**src/rtl/ecp5pll_phase_ctrl.sv**
```systemverilog
// ecp5pll_phase_ctrl: sequences ECP5 PLL dynamic phase steps toward per-channel targets
// Optional ECP5PLL_PHASE_SHORTEST_EN: step backwards when that is the shorter way round.
module ecp5pll_phase_ctrl #(
  parameter int CHANNELS  = 4,
  parameter int STEP_W    = 10,
  parameter int STEPS0    = 8,
  parameter int STEPS1    = 8,
  parameter int STEPS2    = 8,
  parameter int STEPS3    = 8,
  parameter int SETUP_CYC = 2,
  parameter int PULSE_CYC = 4,
  parameter int GAP_CYC   = 4,
  parameter int LOCK_WAIT = 1024
) (
  input  logic              clk_i,
  input  logic              reset,
  input  logic              req_valid,
  output logic              req_ready,
  input  logic [1:0]        req_ch,
  input  logic [STEP_W-1:0] req_phase,
  output logic              done,
  output logic              err,
  output logic              busy,
  input  logic              locked,
  output logic [1:0]        phasesel,
  output logic              phasedir,
  output logic              phasestep,
  output logic              phaseloadreg
);
  localparam int DW = STEP_W + 1;
  typedef enum logic [2:0] {IDLE, SETUP, PULSE, GAP, FINISH, REJECT, WAIT_LOCK, REAPPLY} state_t;
  state_t r_state, w_next;
  logic r_lock_m, r_lock_s, r_seen, r_reapply, r_abort, r_dir;
  logic [2:0] r_ch;
  logic [DW-1:0] r_rem;
  logic [31:0] r_tmr;
  logic [STEP_W-1:0] r_cur [4];
  logic [STEP_W-1:0] r_tgt [4];
  logic [1:0] w_sel;
  logic [DW-1:0] w_steps, w_t, w_c, w_sum, w_d, w_cnt;
  logic [STEP_W-1:0] w_cn, w_smax, w_step_n;
  logic w_dir, w_bad, w_accept, w_tdone;
  always_comb begin
    w_sel = r_state == IDLE ? req_ch : r_ch[1:0];
    w_steps = w_sel == 2'd0 ? DW'(STEPS0) : w_sel == 2'd1 ? DW'(STEPS1) :
              w_sel == 2'd2 ? DW'(STEPS2) : DW'(STEPS3);
    w_smax = STEP_W'(w_steps - 1'b1);
    w_cn = r_cur[w_sel];
    w_t = r_state == IDLE ? {1'b0, req_phase} : {1'b0, r_tgt[w_sel]};
    w_c = {1'b0, w_cn};
    w_sum = w_t + w_steps - w_c;
    w_d = w_sum >= w_steps ? w_sum - w_steps : w_sum;
`ifdef ECP5PLL_PHASE_SHORTEST_EN
    w_dir = w_d > (w_steps >> 1);
    w_cnt = w_dir ? w_steps - w_d : w_d;
`else
    w_dir = 1'b0;
    w_cnt = w_d;
`endif
    w_step_n = r_dir ? (w_cn == '0 ? w_smax : w_cn - 1'b1) : (w_cn == w_smax ? '0 : w_cn + 1'b1);
    w_bad = {1'b0, req_ch} >= 3'(CHANNELS) || w_t >= w_steps;
    w_accept = r_state == IDLE && req_valid && r_lock_s;
    w_tdone = r_tmr == 32'(r_state == SETUP ? SETUP_CYC - 1 : r_state == PULSE ? PULSE_CYC - 1 :
                           r_state == GAP ? GAP_CYC - 1 : LOCK_WAIT - 1);
  end
  // An idle controller that has never seen lock (just out of reset) waits in IDLE, not WAIT_LOCK.
  always_comb begin
    w_next = r_state;
    if (!r_lock_s && r_state != WAIT_LOCK && (r_state != IDLE || r_seen)) w_next = WAIT_LOCK;
    else
      case (r_state)
        IDLE:      if (w_accept) w_next = w_bad ? REJECT : (w_d == '0 ? FINISH : SETUP);
        SETUP:     if (w_tdone) w_next = PULSE;
        PULSE:     if (w_tdone) w_next = GAP;
        GAP:       if (w_tdone) w_next = r_rem != '0 ? PULSE : r_reapply ? REAPPLY : FINISH;
        WAIT_LOCK: if (r_lock_s && w_tdone) w_next = REAPPLY;
        REAPPLY:   w_next = r_ch >= 3'(CHANNELS) ? IDLE : w_d != '0 ? SETUP : REAPPLY;
        default:   w_next = IDLE;
      endcase
  end
  always_ff @(posedge clk_i) begin
    if (reset) r_state <= IDLE;
    else r_state <= w_next;
  end
  always_ff @(posedge clk_i) begin
    if (reset) begin
      r_lock_m <= 1'b0;
      r_lock_s <= 1'b0;
      r_seen <= 1'b0;
      r_reapply <= 1'b0;
      r_abort <= 1'b0;
      r_dir <= 1'b0;
      r_ch <= '0;
      r_rem <= '0;
      r_tmr <= '0;
      for (int n = 0; n < 4; n++) begin
        r_cur[n] <= '0;
        r_tgt[n] <= '0;
      end
    end else begin
      r_lock_m <= locked;
      r_lock_s <= r_lock_m;
      r_seen <= r_seen | r_lock_s;
      r_tmr <= (w_next != r_state || (r_state == WAIT_LOCK && !r_lock_s)) ? '0 : r_tmr + 1'b1;
      r_abort <= w_next == WAIT_LOCK && !r_reapply && (r_state == SETUP || r_state == PULSE || r_state == GAP);
      if (w_accept) r_ch <= {1'b0, req_ch};
      if (w_accept && !w_bad) r_tgt[req_ch] <= req_phase;
      if (w_next == SETUP) begin
        r_dir <= w_dir;
        r_rem <= w_cnt;
      end
      if (r_state == PULSE && w_next == GAP) begin
        r_cur[r_ch[1:0]] <= w_step_n;
        r_rem <= r_rem - 1'b1;
      end
      if (r_state == WAIT_LOCK)
        for (int n = 0; n < 4; n++) r_cur[n] <= '0;
      if (r_state == WAIT_LOCK && w_next == REAPPLY) begin
        r_ch <= '0;
        r_reapply <= 1'b1;
      end
      if ((r_state == REAPPLY || r_state == GAP) && w_next == REAPPLY) r_ch <= r_ch + 1'b1;
      if (w_next == IDLE) r_reapply <= 1'b0;
    end
  end
  assign req_ready = r_state == IDLE && r_lock_s;
  assign done = r_state == FINISH || r_state == REJECT || r_abort;
  assign err = r_state == REJECT || r_abort;
  assign busy = r_state != IDLE;
  assign phasesel = r_ch[1:0];
  assign phasedir = r_dir;
  assign phasestep = r_state == PULSE;
  assign phaseloadreg = 1'b0;
endmodule

```
**config.mk**
```make
export PLATFORM = sky130hd
export DESIGN_NAME = ecp5pll_phase_ctrl
export DESIGN_NICKNAME = d
export VERILOG_FILES = /design/src/rtl/ecp5pll_phase_ctrl.sv
export SDC_FILE = /design/constraint.sdc
export NUM_CORES = 1
export LEC_CHECK = 0
export ABC_AREA = 1
export BUFFER_PORTS_ARGS = -buffer_cell sky130_fd_sc_hd__buf_2
export CAP_MARGIN = 30
export CORE_MARGIN = 8
export CORE_UTILIZATION = 34
export DETAILED_ROUTE_END_ITERATION = 16
export MAX_ROUTING_LAYER = met4
export PLACE_DENSITY = 0.6
export SETUP_SLACK_MARGIN = 0.1
export SLEW_MARGIN = 20
export SYNTH_ARGS = -nofsm -noshare
export SYNTH_HDL_FRONTEND = slang
export SYNTH_SLANG_ARGS = --single-unit
```
**constraint.sdc**
```tcl
create_clock -name clk_i -period 11.55 [get_ports clk_i]
set_input_delay 0.5775 -clock clk_i [delete_from_list [all_inputs] [get_ports clk_i]]
set_output_delay 0.5775 -clock clk_i [all_outputs]
set_load 0.02 [all_outputs]
```
==> tab_implementation.tex, run 1 <==
\begin{tabular}{lr}
\hline
Metric & Value \\
\hline
\multicolumn{2}{l}{\textbf{Clock tree}} \\
CTS tree & yes \\
Clock-pin slew reported for the worst setup and hold paths after clock tree synthesis & 0.06 ns \\
Clk sink count & 134 \\
CTS max path bufs & 2 \\
Number of buffers created by CTS & 17 \\
Number of buffers inserted by post-CTS setup repair & 0 \\
Post-CTS Hold Buffers & 0 \\
Library cell used as clock root buffer & clkbuf\_16 \\
Post-CTS resize count & 0 \\
CTS H-tree depth & 4 \\
Clock latency reported for the late side of the worst-skew pair & 0.43 ns \\
\multicolumn{2}{l}{\textbf{Worst hold path}} \\
Worst hold path stage count & 3 \\
Hold worst-path end & r\_lock\_m\$\_SDFF\_PP0\_ \\
Min-delay worst type & input port to register \\
Worst hold path startpoint & locked \\
\multicolumn{2}{l}{\textbf{Route}} \\
Initial DRC Count & 521 \\
Average wire per standard cell & 13.6 um \\
Routed via count & 6642 \\
Aggregate routed wire length & 19200 um \\
Number of routed nets with antenna violations & 0 \\
Length of the first detailed-routing pass in iterations & 5 \\
Mean number of vias per cell & 4.72 \\
Post-route DRC & 0 \\
\multicolumn{2}{l}{\textbf{Pwr}} \\
Static leakage & 0.00399 uW \\
Maximum vdd drop & 0.104 mV \\
Overall power of the completed layout & 1840 uW \\
Power density normalized to cell area & 200 nW/um\^{}2 \\
\multicolumn{2}{l}{\textbf{Synth}} \\
Async set-reset flop share out of synthesis & 0\% \\
Number of distinct library cells after synthesis & 51 \\
Synth warnings & 0 \\
Post-synth EDFFs & 80 \\
Most common flop cell mapped by yosys & edfxtp\_1 \\
Cell type with the highest aggregate area in the netlist & edfxtp\_1 \\
Post-synthesis sequential element count & 134 \\
Largest cells by area after synthesis & edfxtp\_1 (29\%), dfxtp\_1 (13\%), nand2\_1 (12\%) \\
Mapped Area & 8210 sq um \\
Top cell type's share of synthesized area & 29.3\% \\
Fraction of the yosys area taken by sequential cells & 42.4\% \\
Synthesized area per cell & 7.99 sq um \\
Synthesized instance count & 1028 \\
\multicolumn{2}{l}{\textbf{Timing}} \\
Final-report hold violation count & 0 \\
RSZ-0062 raised after global routing & no \\
Post-route setup TNS & 0 ns \\
Share of the clock period used by the worst path after layout & 52.9\% \\
Final critical delay including setup and external delays & 6.11 ns \\
Final Hold Slack & 0.363 ns \\
Maximum clock frequency & 164 MHz \\
Post-route worst setup slack & 5.44 ns \\
Worst Max-Slew Pin Slew & 0.815 ns \\
Count of pins over their slew limit & 0 \\
Number of failing setup endpoints in the final timing report & 0 \\
Final clock skew & 0.0202 ns \\
Rel. slew slack & 45.6\% \\
\multicolumn{2}{l}{\textbf{Final layout}} \\
N\_diodes & 0 \\
Area Overhead vs Synth & 12.0\% \\
\# nets final & 1114 \\
Post-layout instance count excluding filler cells & 1407 \\
Fraction of layout cells with a size suffix above 1 & 12.0\% \\
Fillers & 2487 \\
\multicolumn{2}{l}{\textbf{Placement}} \\
Post-Place Cells & 1375 \\
Placement-stage worst setup slack & 5.50 ns \\
GP Congestion & 0.882 \\
Placed wire-length estimate after detailed placement & 14200 um \\
Number of I/O port buffers & 22 \\
\multicolumn{2}{l}{\textbf{GRT}} \\
Global router's overall resource usage & 13.9\% \\
Global route total overflow & 0 \\
Maximum number of pins on one net before global-route repair & 41 \\
Number of global-route vias before repair & 6411 \\
Global-route wire length before repair & 31800 um \\
Initial antenna violation count & 0 \\
\multicolumn{2}{l}{\textbf{Critical path}} \\
Buffering stage count on the worst path with inverters included & 7 \\
Worst flop-to-flop path endpoint & r\_cur[3][1]\$\_SDFFCE\_PN0P\_ \\
Top cell by count, worst path & nand2\_1 \\
Critical path class & register to register \\
Critical path's largest stage delay & 0.42 ns \\
Delay-heaviest family, CP & simple AND/OR/NAND/NOR gates \\
Register-to-register path setup slack & 5.44 ns \\
Data required time at the worst endpoint & 11.64 ns \\
Library cell contributing the largest single delay on the critical path & dfxtp\_1 \\
Start of the worst register-to-register path & r\_state[2]\$\_SDFF\_PP0\_ \\
Launching element type of the critical path & register \\
Worst Path Max Fanout & 40 \\
R2R cell count & 32 \\
Arrival time reported for the critical path endpoint & 6.20 ns \\
Sort of element at the end of the critical path & register \\
\multicolumn{2}{l}{\textbf{Status}} \\
Run status & finished clean \\
\multicolumn{2}{l}{\textbf{Floorplanning}} \\
Die footprint & 29400 sq um \\
Core ar. & 24000 sq um \\
IO Pins & 25 \\
Std-Cell Rows & 57 \\
Initial cell density of the core & 34.2\% \\
DIE WIDTH & 171 um \\
Die Y & 171 um \\
\multicolumn{2}{l}{\textbf{Flow run}} \\
Total of max-cap violations & 0 \\
\hline
\end{tabular}
-- layout make-up --
cell class	count	area, sq um	share of cell area [%]
repair buffers	26	140	1.52
clock inverters	15	138	1.50
clock buffers	17	425	4.63
flip-flops and latches	134	3480	37.9
well taps	324	405	4.41
inverters	133	499	5.43
multi-input cells	758	4110	44.6
-- layout by cell type (no fill, tap or decap), types with 7 or more instances in the layout --
master,Yosys,layout
nand4_1,24,24
nand3_1,62,62
nand2_2,12,12
nor3_1,18,18
nor3_2,16,16
edfxtp_1,80,80
buf_2,4,22
dfxtp_1,54,54
inv_1,127,127
nor2_1,138,138
nor3b_1,7,7
conb_1,1,30
o21ai_0,17,17
ha_1,27,27
clkbuf_16,0,17
a21oi_1,21,21
nand2_1,261,261
xor2_1,40,40
a32oi_1,8,8
nor4_1,10,10
-- flip-flops by register name, summed over array words and instances, names as in the netlist --
name and cells:
r_tgt 40, r_lock_s 1, r_ch 3, r_state 3, r_rem 11, r_lock_m 1, r_cur 40, r_reapply 1
r_abort 1, r_tmr 32, r_seen 1
-- Yosys cell counts, types with 6 or more instances --
cell type and number:
a21oi_1 21, inv_2 6, nor3_2 16, clkbuf_1 8, ha_1 27, nand3_1 62, nor3b_1 7, nor4_1 10
xor2_1 40, nor3_1 18, dfxtp_1 54, a32oi_1 8, nand4_1 24, o21ai_0 17, nor3b_2 6, o21a_1 6
nor2_1 138, edfxtp_1 80, buf_6 9, inv_1 127, nand2_2 12, nor2_2 6, buf_4 11, nand2_1 261
-- worst max path at each step --
stage                                     start                        end  cells after the start
final                     r_state[2]$_SDFF_PP0_  r_cur[3][1]$_SDFFCE_PN0P_                     32
after global routing      r_state[2]$_SDFF_PP0_  r_cur[3][7]$_SDFFCE_PN0P_                     34
after global placement                req_ch[1]  r_cur[3][6]$_SDFFCE_PN0P_                     30
after floorplan           r_state[2]$_SDFF_PP0_  r_cur[0][0]$_SDFFCE_PN0P_                     37
after detailed placement              req_ch[1]  r_cur[2][3]$_SDFFCE_PN0P_                     30
after CTS                 r_state[2]$_SDFF_PP0_  r_cur[2][5]$_SDFFCE_PN0P_                     32
-- worst register-to-register path, delay by kind of cell (launching register included) --
family	cells	cell delay, ns
AO/OA/AOI/OAI	2	0.31
adder cells (fa/ha/maj)	4	1.10
buffers and inverters	7	0.92
flip-flops	1	0.42
AND/OR/NAND/NOR	19	3.04
-- through the flow --
step                      utilization (%)  area [sq um]
after floorplan                         -          8320
after global placement               35.9          8630
after detailed placement             35.9          8630
after CTS                            38.3          9200
after global routing                 38.3          9200
final                                38.3          9200
-- kinds of logic after synthesis --
kind of cell	after synthesis	synth area share (%)
AO/OA/AOI/OAI	69	5.51
XOR/XNOR	45	4.80
adder cells (fa/ha/maj)	28	4.36
buffers and inverters	165	8.93
flip-flops	134	42.4
other	1	0.0457
AND/OR/NAND/NOR	586	33.9
-- routing by layer --
metal	vias to the layer above	global-route usage [%]	routed length, um
met5	-	-	0
met4	0	4.80	317
met3	26	2.50	886
met2	170	21.6	8740
met1	3043	18.1	9260
li1	3403	-	-
-- report_power, final --
group,switching (uW),internal (uW)
Clock,232,283
Combinational,545,235
Sequential,11.2,531
Total,789,1050
(Power assumes the default switching activity.)
==> run 2: changes to the inputs <==
- clock period: 11.55 -> 6.2 ns (I/O delays scaled with it)
==> run 2 against run 1 <==
Compared with the run above: utilization grew 0.92 points; critical path type unchanged; maximum frequency grew 8.3%; largest cell class unchanged; worst setup slack lost 4.9 ns; non-clock buffer count grew 13; clock power grew 110%.
==> tab_implementation.tex, run 2 (synthesized netlist as in run 1, its figures left out) <==
\begin{tabular}{lr}
\hline
Metric & Value \\
\hline
\multicolumn{2}{l}{\textbf{Status}} \\
Run status & finished clean \\
\multicolumn{2}{l}{\textbf{Timing}} \\
Post-route worst setup slack & 0.561 ns (-4.88 ns) \\
RSZ-0062 raised after global routing & no \\
Post-route setup TNS & 0 ns (unchanged) \\
Final-report hold violation count & 0 (unchanged) \\
Final Hold Slack & 0.0884 ns (-0.275 ns) \\
Number of failing setup endpoints in the final timing report & 0 (unchanged) \\
Maximum clock frequency & 177 MHz (+8.3\%) \\
Worst Max-Slew Pin Slew & 0.709 ns (-0.106 ns) \\
Final clock skew & 0.0182 ns (-0.00196 ns) \\
Share of the clock period used by the worst path after layout & 91.0\% (+38 points) \\
Rel. slew slack & 52.7\% (+7.1 points) \\
Count of pins over their slew limit & 0 (unchanged) \\
Final critical delay including setup and external delays & 5.64 ns (-0.469 ns) \\
\multicolumn{2}{l}{\textbf{Placement}} \\
GP Congestion & 0.903 (+2.4\%) \\
Post-place instance area & 8690 sq um (+0.70\%) \\
Number of I/O port buffers & 22 (unchanged) \\
Placement-stage worst setup slack & 0.279 ns (-5.22 ns) \\
Post-Place Cells & 1383 (+0.58\%) \\
Placed wire-length estimate after detailed placement & 14300 um (+0.74\%) \\
\multicolumn{2}{l}{\textbf{Pwr}} \\
Power density normalized to cell area & 379 nW/um\^{}2 (+90\%) \\
Maximum vdd drop & 0.199 mV (+91\%) \\
Static leakage & 0.00410 uW (+2.8\%) \\
\multicolumn{2}{l}{\textbf{Floorplanning}} \\
Core ar. & 24000 sq um (unchanged) \\
Die footprint & 29400 sq um (unchanged) \\
Die Y & 171 um (unchanged) \\
DIE WIDTH & 171 um (unchanged) \\
IO Pins & 25 (unchanged) \\
Initial cell density of the core & 34.2\% (unchanged) \\
Std-Cell Rows & 57 (unchanged) \\
\multicolumn{2}{l}{\textbf{Route}} \\
DR WL met3 & 702 um (-21\%) \\
Aggregate routed wire length & 18800 um (-2.3\%) \\
Number of routed nets with antenna violations & 0 (unchanged) \\
Top Metal Used & met4 \\
Post-route DRC & 0 (unchanged) \\
DRT met1 WL & 8790 um (-5.1\%) \\
Average wire per standard cell & 13.2 um (-3.2\%) \\
Initial DRC Count & 472 (-9.4\%) \\
Wire length on met2 & 9000 um (+2.9\%) \\
Length of the first detailed-routing pass in iterations & 4 (-1) \\
Routed via count & 6532 (-1.7\%) \\
Mean number of vias per cell & 4.60 (-2.6\%) \\
\multicolumn{2}{l}{\textbf{Critical path}} \\
Data required time at the worst endpoint & 6.31 ns (-5.33 ns) \\
Launching element type of the critical path & register \\
Arrival time reported for the critical path endpoint & 5.75 ns (-0.45 ns) \\
Critical path class & register to register \\
Worst Path Max Fanout & 40 (unchanged) \\
Top cell by count, worst path & nand2\_1 \\
Library cell contributing the largest single delay on the critical path & dfxtp\_1 \\
Sort of element at the end of the critical path & register \\
Critical path's largest stage delay & 0.41 ns (about the same) \\
\multicolumn{2}{l}{\textbf{Final layout}} \\
Registers with the highest flip-flop counts & r\_cur: 40 flops, r\_tgt: 40 flops, r\_tmr: 32 flops \\
\# nets final & 1127 (+1.2\%) \\
Final Instance Area & 9420 sq um (+2.4\%) \\
Register area & 3480 sq um (unchanged) \\
Combined area of the multi-input logic cells & 4150 sq um (+1.2\%) \\
Fillers & 2497 (+0.40\%) \\
N\_diodes & 0 (unchanged) \\
Fraction of layout cells with a size suffix above 1 & 13.7\% (+1.7 points) \\
Leading cell types in the layout, fill and taps excluded & nand2\_1 (257), nor2\_1 (137), inv\_1 (127) \\
Post-layout instance count excluding filler cells & 1420 (+0.92\%) \\
Area Overhead vs Synth & 14.7\% \\
Most common cell after layout, fill and taps aside & nand2\_1 \\
\multicolumn{2}{l}{\textbf{Clock tree}} \\
Clock latency reported for the late side of the worst-skew pair & 0.43 ns (about the same) \\
Clk sink count & 134 (unchanged) \\
CTS tree & yes \\
CTS max path bufs & 2 (unchanged) \\
Number of buffers created by CTS & 17 (unchanged) \\
Clock-pin slew reported for the worst setup and hold paths after clock tree synthesis & 0.07 ns (about the same) \\
Post-CTS Hold Buffers & 0 (unchanged) \\
CTS H-tree depth & 4 (unchanged) \\
Library cell used as clock root buffer & clkbuf\_16 \\
\multicolumn{2}{l}{\textbf{GRT}} \\
Number of global-route vias before repair & 6488 (+1.2\%) \\
Maximum number of pins on one net before global-route repair & 41 (unchanged) \\
Global router's overall resource usage & 13.9\% (-0.042 points) \\
Initial antenna violation count & 0 (unchanged) \\
Global-route wire length before repair & 31900 um (+0.39\%) \\
Global route total overflow & 0 (unchanged) \\
\multicolumn{2}{l}{\textbf{Flow run}} \\
Total of max-cap violations & 0 (unchanged) \\
\multicolumn{2}{l}{\textbf{Worst hold path}} \\
Min-delay worst type & input port to register \\
\hline
\end{tabular}
run 2: worst paths after layout:
path / from / cells after the start / slack (ns) / end
worst max-delay path: r_state[2]$_SDFF_PP0_ / 34 / 0.56 / r_cur[2][9]$_SDFFCE_PN0P_
worst min-delay path: locked / 3 / 0.09 / r_lock_m$_SDFF_PP0_
worst min register to register: r_lock_m$_SDFF_PP0_ / 2 / 0.41 / r_lock_s$_SDFF_PP0_
worst max register to register: r_state[2]$_SDFF_PP0_ / 34 / 0.56 / r_cur[2][9]$_SDFFCE_PN0P_
run 2: power breakdown:
group	switching (uW)	internal [uW]	total (uW)
logic	1010	466	1470
clock network	439	653	1090
registers	20.4	989	1010
run 2: final cells by class:
type,count,share of cell area [%]
Clock inverter,15,2.23
Timing Repair Buffer,39,2.56
Inverter,133,5.30
Sequential cell,134,37.0
Multi-Input combinational cell,758,44.1
Clock buffer,17,4.52
Tap cell,324,4.30
run 2: critical path, delay by kind of cell (launching register included):
family,cells,cell delay (ns)
buffers and inverters,8,0.86
AO/OA/AOI/OAI,3,0.40
flip-flops,1,0.41
AND/OR/NAND/NOR,19,2.53
adder cells (fa/ha/maj),4,1.09
run 2: per-stage QoR:
step	power (uW)	util, %
floorplan	2180	-
global placement	2480	36.2
detailed placement	2480	36.2
CTS	3580	38.8
global route	3840	39.2
finish	3570	39.2
run 2: per-layer routing:
layer | GRT usage, % | up-vias
li1 | - | 3420
met1 | 16.9 | 3003
met2 | 22.8 | 89
met3 | 2.80 | 20
met4 | 4.50 | 0
met5 | - | -
run 2: what timing repair did:
item                       CTS  global route
setup endpoints to repair    0            78
resized for setup            0            11
buffers inserted             0             5
